[src/rtl/imm_extend_pipe.sv]
// imm_extend_pipe
// Registered immediate-extension stage between decode and execute.
// Decodes the 24-bit instruction immediate into a DW-bit operand. The
// result is held in a one-entry output register backed by a one-entry skid
// register, so execute back-pressure never reaches decode combinationally.
module imm_extend_pipe #(
    parameter int DW       = 32,
    parameter int BR_SHIFT = 2,
    parameter bit ROT_EN   = 1'b1
) (
    input  logic          clk,
    input  logic          reset_n,
    input  logic          flush,
    input  logic          in_valid,
    output logic          in_ready,
    input  logic [23:0]   in_imm,
    input  logic [2:0]    ImmSrc,
    output logic          out_valid,
    input  logic          out_ready,
    output logic [DW-1:0] ExtImm,
    output logic          out_err
);

    // Extension mode encodings carried by ImmSrc
    localparam logic [2:0] MODE_IMM8   = 3'b000;
    localparam logic [2:0] MODE_IMM12  = 3'b001;
    localparam logic [2:0] MODE_BRANCH = 3'b010;
    localparam logic [2:0] MODE_ROT8   = 3'b011;
    localparam logic [2:0] MODE_UOFF   = 3'b100;

    // Decoded operand for the entry currently on the input port
    logic [DW-1:0] decImm;
    logic          decErr;

    // Intermediate per-mode results
    logic [DW-1:0] zext8;
    logic [DW-1:0] zext12;
    logic [DW-1:0] signExt24;
    logic [DW-1:0] branchImm;
    logic [31:0]   rotBase;
    logic [5:0]    rotAmt;
    logic [31:0]   rot32;
    logic [DW-1:0] rotImm;
    logic [DW-1:0] offPos;
    logic [DW-1:0] offNeg;

    // Output register and skid register state
    logic          outValidQ, outValidD;
    logic [DW-1:0] outImmQ,   outImmD;
    logic          outErrQ,   outErrD;
    logic          skidValidQ, skidValidD;
    logic [DW-1:0] skidImmQ,   skidImmD;
    logic          skidErrQ,   skidErrD;
    logic          readyQ,     readyD;

    // Handshake events at the coming edge
    logic inFire;
    logic outFire;

    // Build every candidate operand; the rotation always works on 32 bits
    // and is widened or narrowed to DW afterwards.
    always_comb begin
        zext8     = DW'(in_imm[7:0]);
        zext12    = DW'(in_imm[11:0]);
        signExt24 = {{(DW-24){in_imm[23]}}, in_imm};
        branchImm = signExt24 << BR_SHIFT;
        rotBase   = {24'd0, in_imm[7:0]};
        rotAmt    = {1'b0, in_imm[11:8], 1'b0};
        rot32     = (rotBase >> rotAmt) | (rotBase << (6'd32 - rotAmt));
        rotImm    = DW'(rot32);
        offPos    = DW'(in_imm[11:0]);
        offNeg    = ~offPos + DW'(1);
    end

    // Select the operand for the requested mode; unknown modes yield zero
    // with the error flag raised.
    always_comb begin
        decImm = '0;
        decErr = 1'b0;
        case (ImmSrc)
            MODE_IMM8:   decImm = zext8;
            MODE_IMM12:  decImm = zext12;
            MODE_BRANCH: decImm = branchImm;
            MODE_ROT8: begin
                if (ROT_EN) begin
                    decImm = rotImm;
                end else begin
                    decErr = 1'b1;
                end
            end
            MODE_UOFF:   decImm = in_imm[23] ? offPos : offNeg;
            default:     decErr = 1'b1;
        endcase
    end

    // Handshake qualification; in_ready comes straight from a register so
    // out_ready never reaches it combinationally.
    always_comb begin
        inFire  = in_valid && readyQ;
        outFire = outValidQ && out_ready;
    end

    // Next-state for the two-entry buffer: flush wins, otherwise the output
    // refills from the skid first (FIFO order) and new entries go to the
    // output when it is free or to the skid when it is held.
    always_comb begin
        outValidD  = outValidQ;
        outImmD    = outImmQ;
        outErrD    = outErrQ;
        skidValidD = skidValidQ;
        skidImmD   = skidImmQ;
        skidErrD   = skidErrQ;

        if (flush) begin
            outValidD  = 1'b0;
            skidValidD = 1'b0;
        end else if (!outValidQ || outFire) begin
            if (skidValidQ) begin
                outValidD  = 1'b1;
                outImmD    = skidImmQ;
                outErrD    = skidErrQ;
                skidValidD = inFire;
                if (inFire) begin
                    skidImmD = decImm;
                    skidErrD = decErr;
                end
            end else if (inFire) begin
                outValidD = 1'b1;
                outImmD   = decImm;
                outErrD   = decErr;
            end else begin
                outValidD = 1'b0;
            end
        end else if (inFire) begin
            skidValidD = 1'b1;
            skidImmD   = decImm;
            skidErrD   = decErr;
        end

        readyD = !skidValidD;
    end

    // Buffer registers; reset empties both entries and holds in_ready low
    // until the first edge after release.
    always_ff @(posedge clk or negedge reset_n) begin
        if (!reset_n) begin
            outValidQ  <= 1'b0;
            outImmQ    <= '0;
            outErrQ    <= 1'b0;
            skidValidQ <= 1'b0;
            skidImmQ   <= '0;
            skidErrQ   <= 1'b0;
            readyQ     <= 1'b0;
        end else begin
            outValidQ  <= outValidD;
            outImmQ    <= outImmD;
            outErrQ    <= outErrD;
            skidValidQ <= skidValidD;
            skidImmQ   <= skidImmD;
            skidErrQ   <= skidErrD;
            readyQ     <= readyD;
        end
    end

    assign in_ready  = readyQ;
    assign out_valid = outValidQ;
    assign ExtImm    = outImmQ;
    assign out_err   = outErrQ;

endmodule

[config.mk]
export PLATFORM = sky130hd
export DESIGN_NAME = imm_extend_pipe
export DESIGN_NICKNAME = d
export VERILOG_FILES = /design/src/rtl/imm_extend_pipe.sv
export SDC_FILE = /design/constraint.sdc
export NUM_CORES = 1
export LEC_CHECK = 0
export CORE_MARGIN = 1.5
export CORE_UTILIZATION = 45
export DETAILED_ROUTE_END_ITERATION = 6
export GPL_TIMING_DRIVEN = 0
export PLACE_DENSITY = 0.74
export SLEW_MARGIN = 20
export SYNTH_ARGS = -nofsm -noshare
export SYNTH_HDL_FRONTEND = slang
export SYNTH_SLANG_ARGS = --single-unit
[constraint.sdc]
create_clock -name clk -period 1.8 [get_ports clk]
set_input_delay 0.36 -clock clk [delete_from_list [all_inputs] [get_ports clk]]
set_output_delay 0.36 -clock clk [all_outputs]
set_load 0.05 [all_outputs]
### Word-level counts from Yosys, hierarchy flattened

Cells that the tools add are included.

* bits in registers: 69
* word-level logic and storage cells: 51

* $add $sub $neg: 2
* eq/ne operators: 5
* shift-type cells: 2
* muxes and demuxes: 21
* bitwise logic cells: 3
* reduce and logical (&&, ||, !) cells: 11

Operator list (number)
* $mux W32: 6
* $pmux W32 S5: 1
* $add A32 B1 Y32 const B: 1
* $not A12 Y32: 1
* $or A32 B32 Y32: 1
* $shl A8 B6 Y32: 1
* $shr A8 B5 Y32: 1
* $mux W1: 14
* $eq A3 B2 Y1 const B: 2
* $sub A6 B5 Y6 const A: 1
* $reduce_or A5 Y1: 1
* $reduce_bool A2 Y1: 2
* $eq A3 B1 Y1 const B: 1
* $eq A3 B3 Y1 const B: 1
* $logic_not A3 Y1: 1
* $reduce_and A3 Y1: 1
* $logic_and A1 B1 Y1: 2
* $logic_not A1 Y1: 2
* $ne A2 B2 Y1 const B: 1
* $reduce_and A2 Y1: 1
* $logic_or A1 B1 Y1: 1
* $not A1 Y1: 1

### Logic depth before layout (Yosys ltp)

* depth after elaboration: 7
* depth in mapped cells: 10
* mapped depth without buffers: 9

### Worst setup path before layout

OpenSTA, ideal clock, no wires.

* path kind: input -> register
* start point: in in_imm[9]
* end point: reg outImmQ[13] (netlist: ExtImm[13])
* library setup time: 0.133 ns
* arrival time: 2.524 ns
* data required time: 1.667 ns
* setup slack: -0.858 ns
* cell stages on the path: 9
* buffers on the path: 2
* cell sequence: buf_1 > inv_1 > ha_1 > clkbuf_1 > mux2_2 > a22o_1 > a21o_1 > a221oi_1 > o22ai_1

* longest elaborated chain between the ends: 6
* elaborated cells on any way between the ends: 10

RTL lines
* start: declaration: line 16 `input logic [23:0] in_imm,`
* $sub A6 B5 Y6 or $not A12 Y32 (tied branches): line 69, 72
* $shl A8 B6 Y32 or $add A32 B1 Y32 (tied branches): line 69, 72
* $or A32 B32 Y32 or $mux W32 (tied branches): line 69, 91
* $pmux W32 S5 (*): line 80 `case (ImmSrc)`
* $mux W32 (*): line 127 `end else if (inFire) begin`
* $mux W32 (*): line 118 `if (skidValidQ) begin`
* end signal: assignment: line 156 `outImmQ <= outImmD;`
* end: declaration: line 49 `logic [DW-1:0] outImmQ, outImmD;`

Every way passes the cells marked *; elsewhere a longest branch is shown, timed or not. The select of a mux whose other input is x is not followed.
A chain may end at the register's enable or synchronous reset.

### Worst setup path in the final report

* start point: in in_imm[8]
* end point: reg outImmQ[21] (netlist: ExtImm[21])

Same word-level chain as after synthesis.

==> out/qor.yml <==
status:
  outcome: "finished, violations left"
  violations: "negative setup slack"
global_route:
  use_met3_pct: 3.12
  grt_util_met2_pct: 52.8
  antenna_found_initial: 0
  grt_pass1_wl_microns: 25900
  grt_usage_pct: 32.2
  grt_max_degree: 60
  grt.busiest_layer: "met2"
  grt_pass1_vias: 4677
  met1_usage_pct: 43.6
  grt-ovfl-total: 0
clock_tree:
  h-tree-depth: 3
  clock_latency_ns: 0.35
  cts.sinks: 69
  clk_pin_slew_ns: 0.08
  max-clock-path-buffers: 2
  cts_inserted_buffers: 9
  cts_tree: "yes"
  cts-root-buf: "clkbuf_8"
logic_synthesis:
  syn_inst: 534
  synth_top_family_by_area: "compound AO/OA/AOI/OAI gates"
  ys.flop_type: "dfrtp_1"
  synth-seq-area-share_pct: 38.3
  synthSimpleGateAreaFrac_pct: 19.7
  yosysWarningCount: 0
  synth-xor-area-share_pct: 1.91
  synth_edf_count: 0
  muxShareOfSynthArea_pct: 2.83
  syn_area_sq_um: 4510
  async_reset_ff_share_pct: 100
  yosysUniqueCellTypes: 72
  synth_compound_area_share_pct: 30.0
  ys_seq_elements: 69
  synth.net_count: 570
  syn_avg_cell_area_sq_um: 8.45
  synth-adder-area-share_pct: 1.33
drt:
  drt_wl_total_microns: 16900
  first_iter_violations: 362
  vias_per_cell: 6.35
  drtPass1Iterations: 5
  wl_per_cell_microns: 21.3
  ant_nets: 0
  drc_errors: 0
  vias: 5045
pwr:
  p_per_area_nw_per_um2: 761
  power.leakage_uw: 0.00283
  max-vdd-ir-drop_mv: 0.392
cells_and_area:
  syn_to_final_growth_pct: 50.0
  final_nets: 693
  drive_gt1_share_pct: 35.2
  instances_no_fill: 795
  antenna_cells: 0
  final_util_pct: 69.6
place:
  portBuffers: 60
  dp_cells: 728
  dpl.hpwl_microns: 11400
  gp_congestion: 0.976
  place_ws_ns: -1.35
flow_run:
  cap_violations: 0
sta:
  period_needed_ns: 2.00
  grt_setup_unrepaired: "true"
  setup_ws_ns: -0.204
  tightestPinTransition_ns: 0.691
  min_period_over_period_pct: 111
  fmax_mhz: 499
  max_slew_margin_pct: 53.9
  hold_violations: 0
  clock_skew_ns: 0.0136
  slew_viol_final: 0
  setup_violations: 48
worst_setup_path:
  cp-end-kind: "register"
  critPathSlowestCell: "mux2_4"
  worstPathArrival_ns: 2.23
  critPathMaxStageDelay_ns: 0.34
  path_max_fanout: 8
  startpoint_type: "primary input"
  crit_path_cell_trace: "buf_8 -> buf_12 -> clkinv_8 -> ha_4 -> mux2_4 -> a22o_4 -> a32o_2 -> a221oi_4 -> o22ai_1"
  path_delay_family: "compound AO/OA/AOI/OAI gates"
  worstSetupPathType: "in -> reg"
  worstPathRequired_ns: 2.02
  path_buf_inv: 3
die:
  die_area_sq_um: 10600
  start_util_pct: 46.4
  io_pins: 67
  fp.dieH_microns: 103
  row_count: 36
  die_w_microns: 103
  coreArea_sq_um: 9730
min_path:
  hp-class: "in -> async"
per-layer routing:
layer  vias to the layer above  wire length (microns)
li1                       2228                      -
met4                         0                    691
met1                      2430                   6690
met2                       316                   8280
met3                        71                   1280
met5                         -                      0
power breakdown:
part	internal, uW	switching (uW)	total, uW
Combinational	697	1240	1940
Sequential	1780	127	1900
Clock	715	599	1310
Total	3190	1970	5150
registers in the layout, indices dropped and copies added (netlist names):
register    flops
in_ready        1
skidImmQ       32
ExtImm         32
out_valid       1
skidErrQ        1
skidValidQ      1
out_err         1
logic make-up (layout without fill, tap and decap cells):
kind of cell	Yosys count	after routing
simple gates	176	176
buf+inv	61	189
compound gates	202	202
mux	12	12
fa+ha+maj	5	5
flops	69	69
xor+xnor	9	9
placed cells by master, fill, tap and decap left out, types with 3 or more instances in the layout:
cell type | synthesis | routed
buf_4 | 1 | 52
inv_1 | 12 | 11
o21ai_2 | 0 | 5
nand3_1 | 10 | 10
a21oi_1 | 49 | 37
nor4_4 | 2 | 5
a221oi_2 | 0 | 6
clkbuf_1 | 26 | 11
buf_12 | 0 | 4
buf_2 | 17 | 6
a211oi_2 | 0 | 8
a211oi_1 | 13 | 3
clkbuf_8 | 0 | 12
a31oi_1 | 3 | 3
nor3_2 | 0 | 5
nor2b_1 | 8 | 6
nor2_2 | 0 | 13
nor4_2 | 0 | 3
xnor2_1 | 6 | 5
mux2_4 | 0 | 4
o22ai_1 | 22 | 21
a21o_1 | 3 | 3
a21oi_4 | 0 | 3
o21ai_0 | 47 | 21
a21oi_2 | 1 | 10
nor2_1 | 49 | 35
o21ai_1 | 8 | 29
buf_6 | 2 | 17
nor3_1 | 16 | 9
dfrtp_1 | 69 | 67
mux2i_1 | 6 | 4
dlygate4sd2_1 | 0 | 37
a22oi_1 | 10 | 9
nand2_1 | 58 | 56
o211a_1 | 3 | 3
clkdlybuf4s50_1 | 0 | 14
clkbuf_2 | 0 | 9
synth_stat cells (8+ instances only):
| cell | instances | area (sq um) |
|---|---|---|
| dfrtp_1 | 69 | 1730 |
| nand2_1 | 58 | 218 |
| a21oi_1 | 49 | 245 |
| nor2_1 | 49 | 184 |
| o21ai_0 | 47 | 235 |
| clkbuf_1 | 26 | 97.6 |
| o22ai_1 | 22 | 138 |
| buf_2 | 17 | 85.1 |
| nor3_1 | 16 | 80.1 |
| a211oi_1 | 13 | 97.6 |
| inv_1 | 12 | 45.0 |
| a221oi_1 | 10 | 87.6 |
| a22oi_1 | 10 | 75.1 |
| nand3_1 | 10 | 50.1 |
| nor2b_1 | 8 | 50.1 |
| o21ai_1 | 8 | 40.0 |
worst reg2reg max path, cell delays in order, from the launching register on:
cell and delay [ns]:
dfrtp_1 0.44, clkbuf_2 0.32, clkbuf_1 0.57, a21oi_1 0.13
o21ai_0 0.19
per-stage QoR:
stage | TNS [ns] | area, sq um | total power (uW) | hold slack, ns
after CTS | -2.80 | 6330 | 4970 | 0.395
after floorplan | -8.41 | 4720 | 3020 | 0.0644
after detailed placement | -70.28 | 5520 | 3610 | 0.214
after global routing | -5.96 | 6770 | 5370 | 0.423
final | -3.43 | 6770 | 5150 | 0.408
after global placement | -197.04 | 5490 | 3560 | 0.455
final timing paths:
| check | to | startpoint | slack [ns] | depth (start not counted) |
|---|---|---|---|---|
| worst max register to register | out_err$_DFFE_PN0P_ | skidValidQ$_DFF_PN0_ | 0.06 | 4 |
| min in group clk | skidImmQ[5]$_DFFE_PN0P_ | skidImmQ[5]$_DFFE_PN0P_ | 0.49 | 2 |
| worst min register to register | skidImmQ[5]$_DFFE_PN0P_ | skidImmQ[5]$_DFFE_PN0P_ | 0.49 | 2 |
| worst max-delay path | ExtImm[21]$_DFFE_PN0P_ | in_imm[8] | -0.20 | 9 |
| worst min-delay path | skidImmQ[2]$_DFFE_PN0P_ | reset_n | 0.41 | 2 |
| max in group asynchronous | ExtImm[26]$_DFFE_PN0P_ | reset_n | 0.86 | 3 |
final cells by class:
cell class | instances | area [sq um]
multi-input combinational | 404 | 3190
fill | 784 | 2960
sequential | 69 | 1730
timing repair buffer | 114 | 1010
buffer | 46 | 392
tap | 133 | 166
clock buffer | 11 | 151
inverter | 13 | 66.3
clock inverter | 5 | 58.8
what timing repair did:
item / CTS / global route
pin swaps: 34 / 40
buffers inserted: 30 / 23
gates cloned: 1 / 0
hold buffers: 1 / 0
hold endpoints to repair: 10 / 0
setup endpoints to repair: 100 / 63
resized for setup: 162 / 79
Note: power is estimated with default switching activity, not from simulation.
